$ cat src/rtl/div_controller_pkg.sv
// Shared multdiv definitions: divider FSM states and datapath constants.
package div_controller_pkg;

  localparam int unsigned DIV_STEPS = 32;
  localparam int unsigned DIV_REM_W = 33;

  typedef enum logic [2:0] {
    DIV_IDLE,
    DIV_LOAD,
    DIV_ITER,
    DIV_FIX,
    DIV_DONE
  } div_state_t;

endpackage

$ cat src/rtl/div_nonres_step.sv
// One combinational non-restoring division step on the packed {rem, quo} word.
module div_nonres_step #(
  parameter int unsigned WIDTH = 32
) (
  input  logic [2*WIDTH:0] acc_i,
  input  logic [WIDTH:0]   divisor_i,
  output logic [2*WIDTH:0] acc_o
);

  logic [WIDTH:0] rem_sh;
  logic [WIDTH:0] rem_nx;

  always_comb begin
    // Shift {rem,quo} left by one; the add/sub choice uses the sign before the shift.
    rem_sh = acc_i[2*WIDTH-1:WIDTH-1];
    if (acc_i[2*WIDTH]) begin
      rem_nx = rem_sh + divisor_i;
    end else begin
      rem_nx = rem_sh - divisor_i;
    end
    acc_o = {rem_nx, acc_i[WIDTH-2:0], ~rem_nx[WIDTH]};
  end

endmodule

$ cat src/rtl/div_controller.sv
// Signed 32-step non-restoring divide sequencer with registered result and ready pulse.
module div_controller
  import div_controller_pkg::*;
#(
  parameter int unsigned WIDTH = 32,
  parameter int unsigned CNT_W = 6
) (
  input  logic             clock,
  input  logic             reset_n,
  input  logic             ctrl_DIV,
  input  logic [WIDTH-1:0] data_operandA,
  input  logic [WIDTH-1:0] data_operandB,
  output logic [WIDTH-1:0] data_quotient,
  output logic [WIDTH-1:0] data_remainder,
  output logic             data_exception,
  output logic             data_resultRDY,
  output logic             busy
);

  div_state_t       state_q, state_d;
  logic [CNT_W-1:0] cnt_q, cnt_d;
  logic [2*WIDTH:0] acc_q, acc_d, acc_step;
  logic [WIDTH:0]   divisor_q, divisor_d;
  logic [WIDTH-1:0] a_q, a_d, b_q, b_d;
  logic             q_neg_q, q_neg_d, r_neg_q, r_neg_d;
  logic [WIDTH-1:0] quo_q, quo_d, rem_q, rem_d;
  logic             exc_q, exc_d, rdy_q, rdy_d, busy_q, busy_d;

  logic [WIDTH-1:0] a_abs, b_abs, rem_fix;

  div_nonres_step #(.WIDTH(WIDTH)) u_step (
    .acc_i     (acc_q),
    .divisor_i (divisor_q),
    .acc_o     (acc_step)
  );

  always_comb begin
    state_d   = state_q;
    cnt_d     = cnt_q;
    acc_d     = acc_q;
    divisor_d = divisor_q;
    a_d       = a_q;
    b_d       = b_q;
    q_neg_d   = q_neg_q;
    r_neg_d   = r_neg_q;
    quo_d     = quo_q;
    rem_d     = rem_q;
    exc_d     = exc_q;
    rdy_d     = 1'b0;

    a_abs   = a_q[WIDTH-1] ? -a_q : a_q;
    b_abs   = b_q[WIDTH-1] ? -b_q : b_q;
    // Low bits of the corrected 33-bit remainder; bit 32 is always 0 after the fix.
    rem_fix = acc_q[2*WIDTH-1:WIDTH] + (acc_q[2*WIDTH] ? divisor_q[WIDTH-1:0] : '0);

    unique case (state_q)
      DIV_IDLE: begin
        if (ctrl_DIV) begin
          a_d     = data_operandA;
          b_d     = data_operandB;
          q_neg_d = data_operandA[WIDTH-1] ^ data_operandB[WIDTH-1];
          r_neg_d = data_operandA[WIDTH-1];
          if (data_operandB == '0) begin
            quo_d   = '0;
            rem_d   = '0;
            exc_d   = 1'b1;
            rdy_d   = 1'b1;
            state_d = DIV_DONE;
          end else begin
            state_d = DIV_LOAD;
          end
        end
      end
      DIV_LOAD: begin
        acc_d     = {{(WIDTH+1){1'b0}}, a_abs};
        divisor_d = {1'b0, b_abs};
        cnt_d     = '0;
        state_d   = DIV_ITER;
      end
      DIV_ITER: begin
        acc_d = acc_step;
        cnt_d = cnt_q + CNT_W'(1);
        if (cnt_q == CNT_W'(WIDTH - 1)) begin
          state_d = DIV_FIX;
        end
      end
      DIV_FIX: begin
        quo_d   = q_neg_q ? -acc_q[WIDTH-1:0] : acc_q[WIDTH-1:0];
        rem_d   = r_neg_q ? -rem_fix : rem_fix;
        exc_d   = 1'b0;
        rdy_d   = 1'b1;
        state_d = DIV_DONE;
      end
      DIV_DONE: begin
        state_d = DIV_IDLE;
      end
      default: begin
        state_d = DIV_IDLE;
      end
    endcase

    busy_d = (state_d != DIV_IDLE);
  end

  always_ff @(posedge clock or negedge reset_n) begin
    if (!reset_n) begin
      state_q   <= DIV_IDLE;
      cnt_q     <= '0;
      acc_q     <= '0;
      divisor_q <= '0;
      a_q       <= '0;
      b_q       <= '0;
      q_neg_q   <= 1'b0;
      r_neg_q   <= 1'b0;
      quo_q     <= '0;
      rem_q     <= '0;
      exc_q     <= 1'b0;
      rdy_q     <= 1'b0;
      busy_q    <= 1'b0;
    end else begin
      state_q   <= state_d;
      cnt_q     <= cnt_d;
      acc_q     <= acc_d;
      divisor_q <= divisor_d;
      a_q       <= a_d;
      b_q       <= b_d;
      q_neg_q   <= q_neg_d;
      r_neg_q   <= r_neg_d;
      quo_q     <= quo_d;
      rem_q     <= rem_d;
      exc_q     <= exc_d;
      rdy_q     <= rdy_d;
      busy_q    <= busy_d;
    end
  end

  assign data_quotient  = quo_q;
  assign data_remainder = rem_q;
  assign data_exception = exc_q;
  assign data_resultRDY = rdy_q;
  assign busy           = busy_q;

endmodule

$ cat config.mk
export PLATFORM = sky130hd
export DESIGN_NAME = div_controller
export DESIGN_NICKNAME = d
export VERILOG_FILES = /design/src/rtl/div_controller_pkg.sv /design/src/rtl/div_nonres_step.sv /design/src/rtl/div_controller.sv
export SDC_FILE = /design/constraint.sdc
export NUM_CORES = 1
export LEC_CHECK = 0
export ABC_AREA = 0
export BUFFER_PORTS_ARGS = -buffer_cell sky130_fd_sc_hd__buf_2
export CAP_MARGIN = 25
export CORE_MARGIN = 5
export CORE_UTILIZATION = 45
export DETAILED_ROUTE_END_ITERATION = 8
export SYNTH_ARGS = -nofsm -noshare
export SYNTH_HDL_FRONTEND = slang
export SYNTH_SLANG_ARGS = --single-unit
$ cat constraint.sdc
create_clock -name clock -period 5.1 [get_ports clock]
set_input_delay 0.765 -clock clock [delete_from_list [all_inputs] [get_ports clock]]
set_output_delay 0.765 -clock clock [all_outputs]
set_load 0.05 [all_outputs]
==> flow_summary.json <==
{
  "syn_avg_cell_area_um2": 8.99,
  "wl_per_cell_um": 18.8,
  "layout-drive-gt1-share": 0.162,
  "cts_root_buf": "clkbuf_16",
  "syn-cell-area_um2": 15700,
  "cp_num_buf_inv": 0,
  "pin_count": 134,
  "ys_ff_latch": 238,
  "timing.hold.ws_ns": 0.273,
  "path_max_fanout": 5,
  "yosysWarnings": 0,
  "clk_latency_ns": 0.58,
  "cts_tree": "done",
  "placedCellCount": 2265,
  "grt_pass1_vias": 13000,
  "crit_arrival_ns": 5.09,
  "synth_cell_types": 80,
  "status": "finished clean",
  "ys.flop_type": "dfrtp_1",
  "cp.required_ns": 5.52,
  "top_usage_layer": "met2",
  "path_class": "register to register",
  "start_kind": "register",
  "num_vias": 13200,
  "cts_setup_buffers": 0,
  "diodes": 0,
  "yosysSeqAreaShare": 0.380,
  "tns_ns": 0,
  "nFillCells": 3302,
  "worstMarginPinSlew_ns": 1.02,
  "h-tree-depth": 1,
  "cts_sinks": 238,
  "start_util": 0.454,
  "synth_top_area_cell": "dfrtp_1",
  "setup_ws_ns": 0.437,
  "relSlewSlack": 0.319,
  "final-max-slew-violation-count": 0,
  "drt-pass1-iter-count": 4,
  "stdcell_count": 2317,
  "final.min_clock_period_ns": 4.66,
  "setup_viol": 0,
  "cpLargestDelayFamily": "simple AND/OR/NAND/NOR gates",
  "hold_class": "input pin to async pin",
  "grtUsageMet3": 0.0267,
  "synth-edff-count": 0,
  "use_met1": 0.319,
  "syn2layout_area_growth_pct": 13.7,
  "overflow": 0,
  "port_buffers": 133,
  "cts_buffers": 28,
  "die-area_um2": 38600,
  "die_x_um": 197,
  "syn_inst": 1742,
  "synth_async_sr_flop_share": 1.00,
  "use_met2": 0.356,
  "synth_nets": 1880,
  "ctsLongestPathBuffers": 3,
  "clkTransAtPathRegs_ns": 0.06,
  "cap_violations": 0,
  "dp_hpwl_um": 33100,
  "final_nets": 1978,
  "synth.area.top_cells": "dfrtp_1 (38%), xor2_1 (8.4%), o21ai_0 (6.5%), ha_1 (5.5%), nand2_1 (5.4%)",
  "grt_pass1_wl_um": 70700,
  "cpPeakStageDelay_ns": 0.55,
  "synth_top_area_frac": 0.380,
  "fin_skew_ns": 0.0460,
  "wl_um": 43600,
  "antenna_found_initial": 1,
  "place.gp.congestion": 0.898,
  "finalHoldViolations": 0,
  "synth_commonest_cells": "dfrtp_1 (238), nand2_1 (227), o21ai_0 (202), xor2_1 (150), nor2_1 (77)",
  "crit_slowest_cell": "or4_1",
  "seqCellArea_um2": 5960,
  "drcViolationCount": 0,
  "crit_chain": "or4_1 > or3_1 > nor3_4 > and3_1 > a21oi_1 > xor2_1 > ha_1 > nand3_1 > or2_2 > nor3_1 > o2111ai_1 > o31a_1 > a41oi_2 > nor2_1 > a31oi_1 > mux2i_1 > a311oi_1",
  "core_um2": 34500,
  "min_period_over_period": 0.914,
  "grt_max_degree": 114,
  "cp-end-kind": "register",
  "ant_nets": 0,
  "max_freq_mhz": 214,
  "hold_buffers": 0,
  "synth.most_common_cell": "dfrtp_1",
  "place_ws_ns": 0.299,
  "multi_input_area_um2": 9260,
  "num_rows": 68,
  "die_h_um": 197,
  "grt_usage": 0.222,
  "rsz0062_at_grt": "false",
  "viasPerCell": 5.70,
  "drt_iter0_markers": 758
}
==> path summary, 6_finish.rpt <==
check                                               start                        endpoint  slack [ns]  depth (start not counted)
max                              divisor_q[5]$_DFFE_PN0P_            acc_q[0]$_DFFE_PN0P_        0.44                         17
max reg2reg                      divisor_q[5]$_DFFE_PN0P_            acc_q[0]$_DFFE_PN0P_        0.44                         17
max in group asynchronous                         reset_n           acc_q[22]$_DFFE_PN0P_        3.68                          2
min                                               reset_n             b_q[15]$_DFFE_PN0P_        0.27                          1
min in group clock                       data_operandA[1]              a_q[1]$_DFFE_PN0P_        0.40                          3
min reg2reg                data_remainder[24]$_DFFE_PN0P_  data_remainder[24]$_DFFE_PN0P_        0.48                          2
==> layout make-up <==
type | instances | area share
Clock buffer | 35 | 0.0425
Multi-Input combinational cell | 1379 | 0.520
Clock inverter | 17 | 0.0155
Sequential cell | 238 | 0.334
Tap cell | 455 | 0.0320
Timing Repair Buffer | 152 | 0.0466
Inverter | 41 | 0.00885
==> per-layer routing <==
metal / wire length, µm / vias up
met5: 0 / -
met4: 1240 / 0
met3: 1890 / 74
met2: 19800 / 303
met1: 20600 / 6306
li1: - / 6515
==> placed cells by master (no fill, tap or decap), drive strengths merged, types with 41 or more instances in the layout <==
master  netlist  layout
nor2         77      77
dfrtp       238     238
a21oi        73      73
o31ai        41      41
mux2         61      61
xor2        150     150
inv          40      42
ha           69      69
xnor2        49      49
buf          12     152
nand2       227     227
o21ai       211     211
==> cells by family (layout without fill, tap and decap cells) <==
family,Yosys count,after routing,synth area share
and+or+nand+nor,531,531,0.167
DFF,238,238,0.380
buffers and inverters,125,245,0.0307
adders and majority gates,71,71,0.0577
muxes,68,68,0.0483
AOI/OAI and AO/OA,510,510,0.205
xor gates and xnor gates,199,199,0.111
==> registers in the layout, indices dropped and copies added (netlist names) <==
signal,count
b_q,32
a_q,32
data_resultRDY,1
acc_q,65
busy,1
q_neg_q,1
divisor_q,32
state_q,3
data_remainder,32
data_exception,1
cnt_q,6
data_quotient,32
==> timing repair <==
| item | 4_1_cts | 5_1_grt |
|---|---|---|
| endpoints found under the setup margin | 0 | 11 |
| endpoints found under the hold margin | 0 | 0 |
| gates resized for setup | 0 | 5 |
==> through the flow <==
| step | cell area, µm² | util |
|---|---|---|
| floorplan | 15700 | - |
| global placement | 16800 | 0.486 |
| detailed placement | 16800 | 0.486 |
| CTS | 17800 | 0.516 |
| global route | 17800 | 0.517 |
| finish | 17800 | 0.517 |
Power is not shown: default switching activity piles up to over one toggle a cycle in this logic, so the estimate is an artifact.
